## config.mk

```make
export PLATFORM = sky130hd
export DESIGN_NAME = trace_fifo
export DESIGN_NICKNAME = d
export VERILOG_FILES = /design/src/rtl/trace_checker_pkg.sv /design/src/rtl/trace_checker_fifo.sv
export SDC_FILE = /design/constraint.sdc
export NUM_CORES = 1
export LEC_CHECK = 0
export BUFFER_PORTS_ARGS = -buffer_cell sky130_fd_sc_hd__buf_2
export CAP_MARGIN = 20
export CORE_MARGIN = 1.5
export CORE_UTILIZATION = 50
export CTS_CLUSTER_SIZE = 16
export DETAILED_ROUTE_END_ITERATION = 7
export PLACE_DENSITY = 0.69
export REMOVE_ABC_BUFFERS = 1
export SYNTH_ARGS = -nofsm -noshare
export SYNTH_HDL_FRONTEND = slang
export SYNTH_SLANG_ARGS = --single-unit
```

## constraint.sdc

```tcl
create_clock -name clk -period 15.9 [get_ports clk]
set_input_delay 0.795 -clock clk [delete_from_list [all_inputs] [get_ports clk]]
set_output_delay 0.795 -clock clk [all_outputs]
set_load 0.01 [all_outputs]
```

## src/rtl/trace_checker_pkg.sv

```systemverilog
// Shared types for the writeback trace checker: entry layout, FSM encoding, byte mask.
package trace_checker_pkg;

  localparam int TRACE_ENTRY_WD = 73;  // 32 pc + 4 wen + 5 wnum + 32 wdata

  typedef enum logic [1:0] {
    TC_RUN   = 2'd0,
    TC_DRAIN = 2'd1,
    TC_ERROR = 2'd2,
    TC_DONE  = 2'd3
  } tc_state_e;

  typedef struct packed {
    logic [31:0] pc;
    logic [3:0]  wen;
    logic [4:0]  wnum;
    logic [31:0] wdata;
  } trace_entry_t;

  // Expand per-byte write enables into a 32-bit data mask.
  function automatic logic [31:0] wen_mask(input logic [3:0] wen);
    return {{8{wen[3]}}, {8{wen[2]}}, {8{wen[1]}}, {8{wen[0]}}};
  endfunction

endpackage

```

## src/rtl/trace_checker_fifo.sv

```systemverilog
// Synchronous FIFO for captured writebacks. Pointers carry one extra wrap bit so
// full/empty fall out of a plain compare; push while full is accepted only when
// a pop happens in the same cycle.
module trace_fifo
  import trace_checker_pkg::*;
#(
  parameter int DEPTH = 8,
  parameter int WIDTH = TRACE_ENTRY_WD
) (
  input  logic             clk,
  input  logic             rst,
  input  logic             push,
  input  logic             pop,
  input  logic [WIDTH-1:0] din,
  output logic [WIDTH-1:0] dout,
  output logic             full,
  output logic             empty
);

  localparam int AW = $clog2(DEPTH);

  logic [AW:0]      wptr_q, wptr_d;
  logic [AW:0]      rptr_q, rptr_d;
  logic [WIDTH-1:0] mem_q [DEPTH];
  logic             push_ok;
  logic             pop_ok;

  assign empty   = (wptr_q == rptr_q);
  assign full    = (wptr_q[AW] != rptr_q[AW]) && (wptr_q[AW-1:0] == rptr_q[AW-1:0]);
  assign pop_ok  = pop & ~empty;
  assign push_ok = push & (~full | pop_ok);
  assign dout    = mem_q[rptr_q[AW-1:0]];

  // Advance pointers on accepted push/pop; natural wrap through the extra bit.
  always_comb begin
    wptr_d = wptr_q + (AW+1)'(push_ok);
    rptr_d = rptr_q + (AW+1)'(pop_ok);
  end

  // Pointer registers; clearing them empties the FIFO.
  always_ff @(posedge clk) begin
    if (rst) begin
      wptr_q <= '0;
      rptr_q <= '0;
    end else begin
      wptr_q <= wptr_d;
      rptr_q <= rptr_d;
    end
  end

  // Entry storage; contents are meaningless once the pointers are reset.
  always_ff @(posedge clk) begin
    if (push_ok) begin
      mem_q[wptr_q[AW-1:0]] <= din;
    end
  end

endmodule

```

# After elaboration in Yosys (flattened, before gate mapping)
# Memory sizes are Yosys's and may differ from the RTL's. A register that Yosys moved wholly into a read port is not among the register bits.
# Index checks and enable logic that the tools add are counted.
[op_classes] n_mux=3 n_addsub=2 n_lt_le_gt_ge=0 bitwise_logic=5 n_mul=0 shift=0 n_eq_ne=3 div_mod_pow=0 reduce_logical=1
[op_table] op="4-bit by 1-bit adder with 4-bit output" n=2
[op_table] op="4-bit == test" n=1
[op_table] op="3-bit == test" n=1
[op_table] op="3-bit 2-to-1 mux" n=1
[op_table] op="1-bit AND" n=2
[op_table] op="1-bit 2-to-1 mux" n=2
[op_table] op="1-bit NOT" n=2
[op_table] op="1-bit logical AND" n=1
[op_table] op="1-bit inequality test" n=1
[op_table] op="1-bit bitwise OR" n=1
[word_totals] mem_bits_ro=0 mem_bits_rw=584 output_inout_bits=75 inputBits=77 latch_bits=0 elab_cells=17 register_bits=8 n_memories=1
[mem_list] name="mem_q" depth=8 width=73 rd=1 rd_ports_with_merged_regs=1 wr=1 line_no="trace_checker_fifo.sv:24" text="logic [WIDTH-1:0] mem_q [DEPTH];"

# Depth between registers and ports, before layout
[logic_depth] ltp_word=7 depth_mapped=8 depth_no_buf=7

# Worst setup path after synthesis
# OpenSTA, ideal clock, no wires.
[synth_timing] path_kind="in2reg" from="in pop" to="mem mem_q[1][0] (netlist name), enable pin" arrival_ns=8.830 stages=2 t_required_ns=15.172 path_slack_ns=6.342 cell_sequence="nor4_4 a2111oi_1"
[synth_between] elab_chain_len=5
[synth_rtl] item="start: declaration" line_no="trace_checker_fifo.sv:13" text="input logic pop,"
[synth_rtl] item="1-bit AND" line_no="trace_checker_fifo.sv:30" text="assign pop_ok = pop & ~empty;"
[synth_rtl] item="1-bit bitwise OR" line_no="trace_checker_fifo.sv:31" text="assign push_ok = push & (~full | pop_ok);"
[synth_rtl] item="1-bit AND" line_no="trace_checker_fifo.sv:31"
[synth_rtl] item="1-bit 2-to-1 mux" line_no="trace_checker_fifo.sv:53" text="if (push_ok) begin"
[synth_rtl] item="1-bit 2-to-1 mux (implied by the code)" line_no="trace_checker_fifo.sv:54" text="mem_q[wptr_q[AW-1:0]] <= din;"
[synth_rtl] item="end: declaration" line_no="trace_checker_fifo.sv:24"
# Every way passes these cells.

==> results.md <==
- Post-synth top area share: 77.6%
- DR DRC count: 0
- Hold path cells: 1
- Commonest non-fill, non-tap cell in the layout: edfxtp_1
- Clk sink count: 592
- Final hold violations: 0
- CTS tree: done
- Final setup fails: 0
- First-pass DRT Iterations: 4
- Register area share after synthesis: between 70% and 80%
- Die span in x: 216 um
- Max_slew headroom: 29.3%
- H-tree depth: 2
- First-pass GRT wire length: 68.0 mm
- Post CTS Setup Buffer Count: 0
- Pwr per Cell Area: between 100 and 150 nW/um^2
- Detail Route Antenna Nets: 0
- Max Root-Sink Buffers: 3
- IO Pins: approximately 150
- Setup TNS: 0 ns
- RSZ-0062 raised after global routing: no
- Static leakage: approximately 8.4 nW
- Hpwl dp: approximately 23 mm
- Hold crit path type: primary input to flip-flop
- Worst reg-to-reg path cell count: 4
- CP endpoint kind: output pin
- Power share of the clock group: ~36%
- Syn_area_per_cell: 21.4 um^2
- GPL Wtd Cong: 0.723
- Initial antenna violation count: 10
- Clk_lat worst skew: 0.61 ns
- Worst Hold Path EP: mem_q[1][67]$_DFFE_PP_
- CP arrival: approximately 3.8 ns
- R2r setup slk: ~12 ns
- GRT overflow: 0
- TritonCTS Buffers: 57
- Initial Utilization: between 50% and 60%
- Max-slew violations: 0
- Worst Path Required: about 15 ns
- Sequential cell fraction of total power: 51.5%
- Comb power frac: about 12%
- Synth area leader: edfxtp_1
- R2R Path End: mem_q[4][17]$_DFFE_PP_
- Worst IR Drop VDD: 0.0000790 V
- Reg-to-reg startpoint: rptr_q[1]$_SDFF_PP0_
- # hold bufs at CTS: 0
- Vias in the first global route: roughly 11,000
- Hold Worst Slack: ~0.45 ns
- Final Skew: 0.0213 ns
- Worst-path clk slew: 0.06 ns
- Via count: 10,500
- Minimum clock period: 4.58 ns
- Fillers: 3,222
- Pin count of the biggest net entering global routing: 68
- Worst-path fanout max: 67
- Cell variety after synth: 27
- Die Span Y: around 220 um
- Rows: 77
- Synth Cell Area: 22,600 um^2
- CTS Root Cell: clkbuf_16
- Int Pwr: 2.66 mW
- Resize count post-CTS: 0
- Net count, final: 1,317
- Detailed Route Iter0 Violations: between 800 and 900
- Actual slew at the worst max-slew pin: 1.06 ns
- Synth-to-layout area growth: 13.7%
- Most frequent cells in the layout: edfxtp_1 (584), nand2_1 (222), buf_2 (151), mux4_2 (146), clkbuf_16 (58)
- Total track usage: 19.9%
- Vias/cell: 5.58
- Die area: 46,500 um^2
- Startpoint Class: flip-flop
- Syn Inst Count: 1,055
- Final period util: 28.8%
- Max Cap Viol: 0
- Drt wl/cell: 23.8 um
- Status: completed
- Max Freq: 0.219 GHz
- Port Buf Inserts: 151
- Register bit total from synthesis: 592
- Hold Path Origin: din[67]
- CORE AREA: 44,400 um^2
- Top cells by area, synth: edfxtp_1 (78%), mux4_2 (15%), nand2_1 (3.7%), buf_12 (0.97%), dfxtp_1 (0.71%)
- Yosys warning count: 0
- Psw: 0.795 mW
- Critical path class: flip-flop to output pin
- Share of cells above drive strength 1: between 30% and 40%
- Sw Ratio: a little under a quarter
- DRT Wirelength: between 40 and 50 mm
## final cells by class
cell class                      instances  area [um^2]  share of cell area (%)
Multi-Input combinational cell        408         4530                    17.6
Clock inverter                         34          224                   0.872
Antenna cell                            4         10.0                  0.0390
Sequential cell                       592        17700                    68.9
Timing Repair Buffer                  175          968                    3.77
Inverter                                2         8.76                  0.0341
Tap cell                              592          741                    2.88
Clock buffer                           72         1500                    5.85
## cells by family after synthesis
logic type	synth area share [%]
flip-flops	78.3
buffers and inverters	2.00
adder cells (fa/ha/maj)	0.222
AND/OR/NAND/NOR	4.19
XOR/XNOR	0.377
AO/OA/AOI/OAI	0.332
multiplexers	14.6
## cell usage after synthesis
master and n:
buf_6 6, buf_12 11, nor3_1 1, nor2b_1 4, xor2_2 2, nor2_1 5, nand2_1 222, and2_1 1
nand3b_1 1, xor2_1 3, a21boi_0 2, clkbuf_1 15, inv_1 2, a211oi_1 4, ha_1 4, mux4_2 146
nand3_1 3, a2111oi_1 2, edfxtp_1 584, xnor2_1 3, buf_1 3, dfxtp_1 8, a21oi_1 2, nor4_1 1
nor3b_1 1, nor4_4 1, buf_2 18
## metrics by stage
step	std cells	area [um^2]	worst slack [ns]	power, mW	utilization, %
6_report	1879	25700	11.32	3.45	57.8
5_1_grt	1877	25700	11.16	3.58	57.8
4_1_cts	1873	25600	11.28	3.49	57.7
3_5_place_dp	1767	23900	11.94	2.24	53.8
3_3_place_gp	1767	23900	11.95	2.24	53.8
2_1_floorplan	1002	22100	0.917	2.14	-
## sequential cells by signal (all words and copies together), names as in the netlist
| name | count |
|---|---|
| mem_q | 584 |
| rptr_q | 4 |
| wptr_q | 4 |
## worst max-delay path by stage
stage	start	to	slack (ns)	cells after the start
CTS	rptr_q[2]$_SDFF_PP0_	dout[26]	11.28	6
floorplan	rptr_q[0]$_SDFF_PP0_	mem_q[1][0]$_DFFE_PP_	0.92	3
global placement	rptr_q[2]$_SDFF_PP0_	dout[29]	11.95	6
finish	rptr_q[2]$_SDFF_PP0_	dout[26]	11.32	6
global route	rptr_q[2]$_SDFF_PP0_	dout[41]	11.16	6
detailed placement	rptr_q[2]$_SDFF_PP0_	dout[26]	11.94	6
## power groups by stage
stage	sequential, mW	combinational (mW)	clock [mW]
6_report	1.78	0.429	1.25
5_1_grt	1.78	0.469	1.33
4_1_cts	1.79	0.421	1.27
3_5_place_dp	1.82	0.419	0
3_3_place_gp	1.82	0.416	0
2_1_floorplan	1.85	0.284	0
## worst max-delay path, cell delays in order, from the launching register on
cell and delay [ns]:
dfxtp_4 0.58, buf_4 0.75, buf_4 0.90, mux4_2 0.41, nand2_1 0.08, nand2_1 0.14
buf_2 0.18
## layer usage
metal	global-route usage (%)	vias to the layer above	share of wire [%]
met5	0	-	0.15
met4	6.27	12	2.2
met3	3.66	83	5.5
met2	32.3	260	49
met1	27.6	5518	43
li1	-	4604	-
Note: power is estimated with default switching activity, not from simulation.
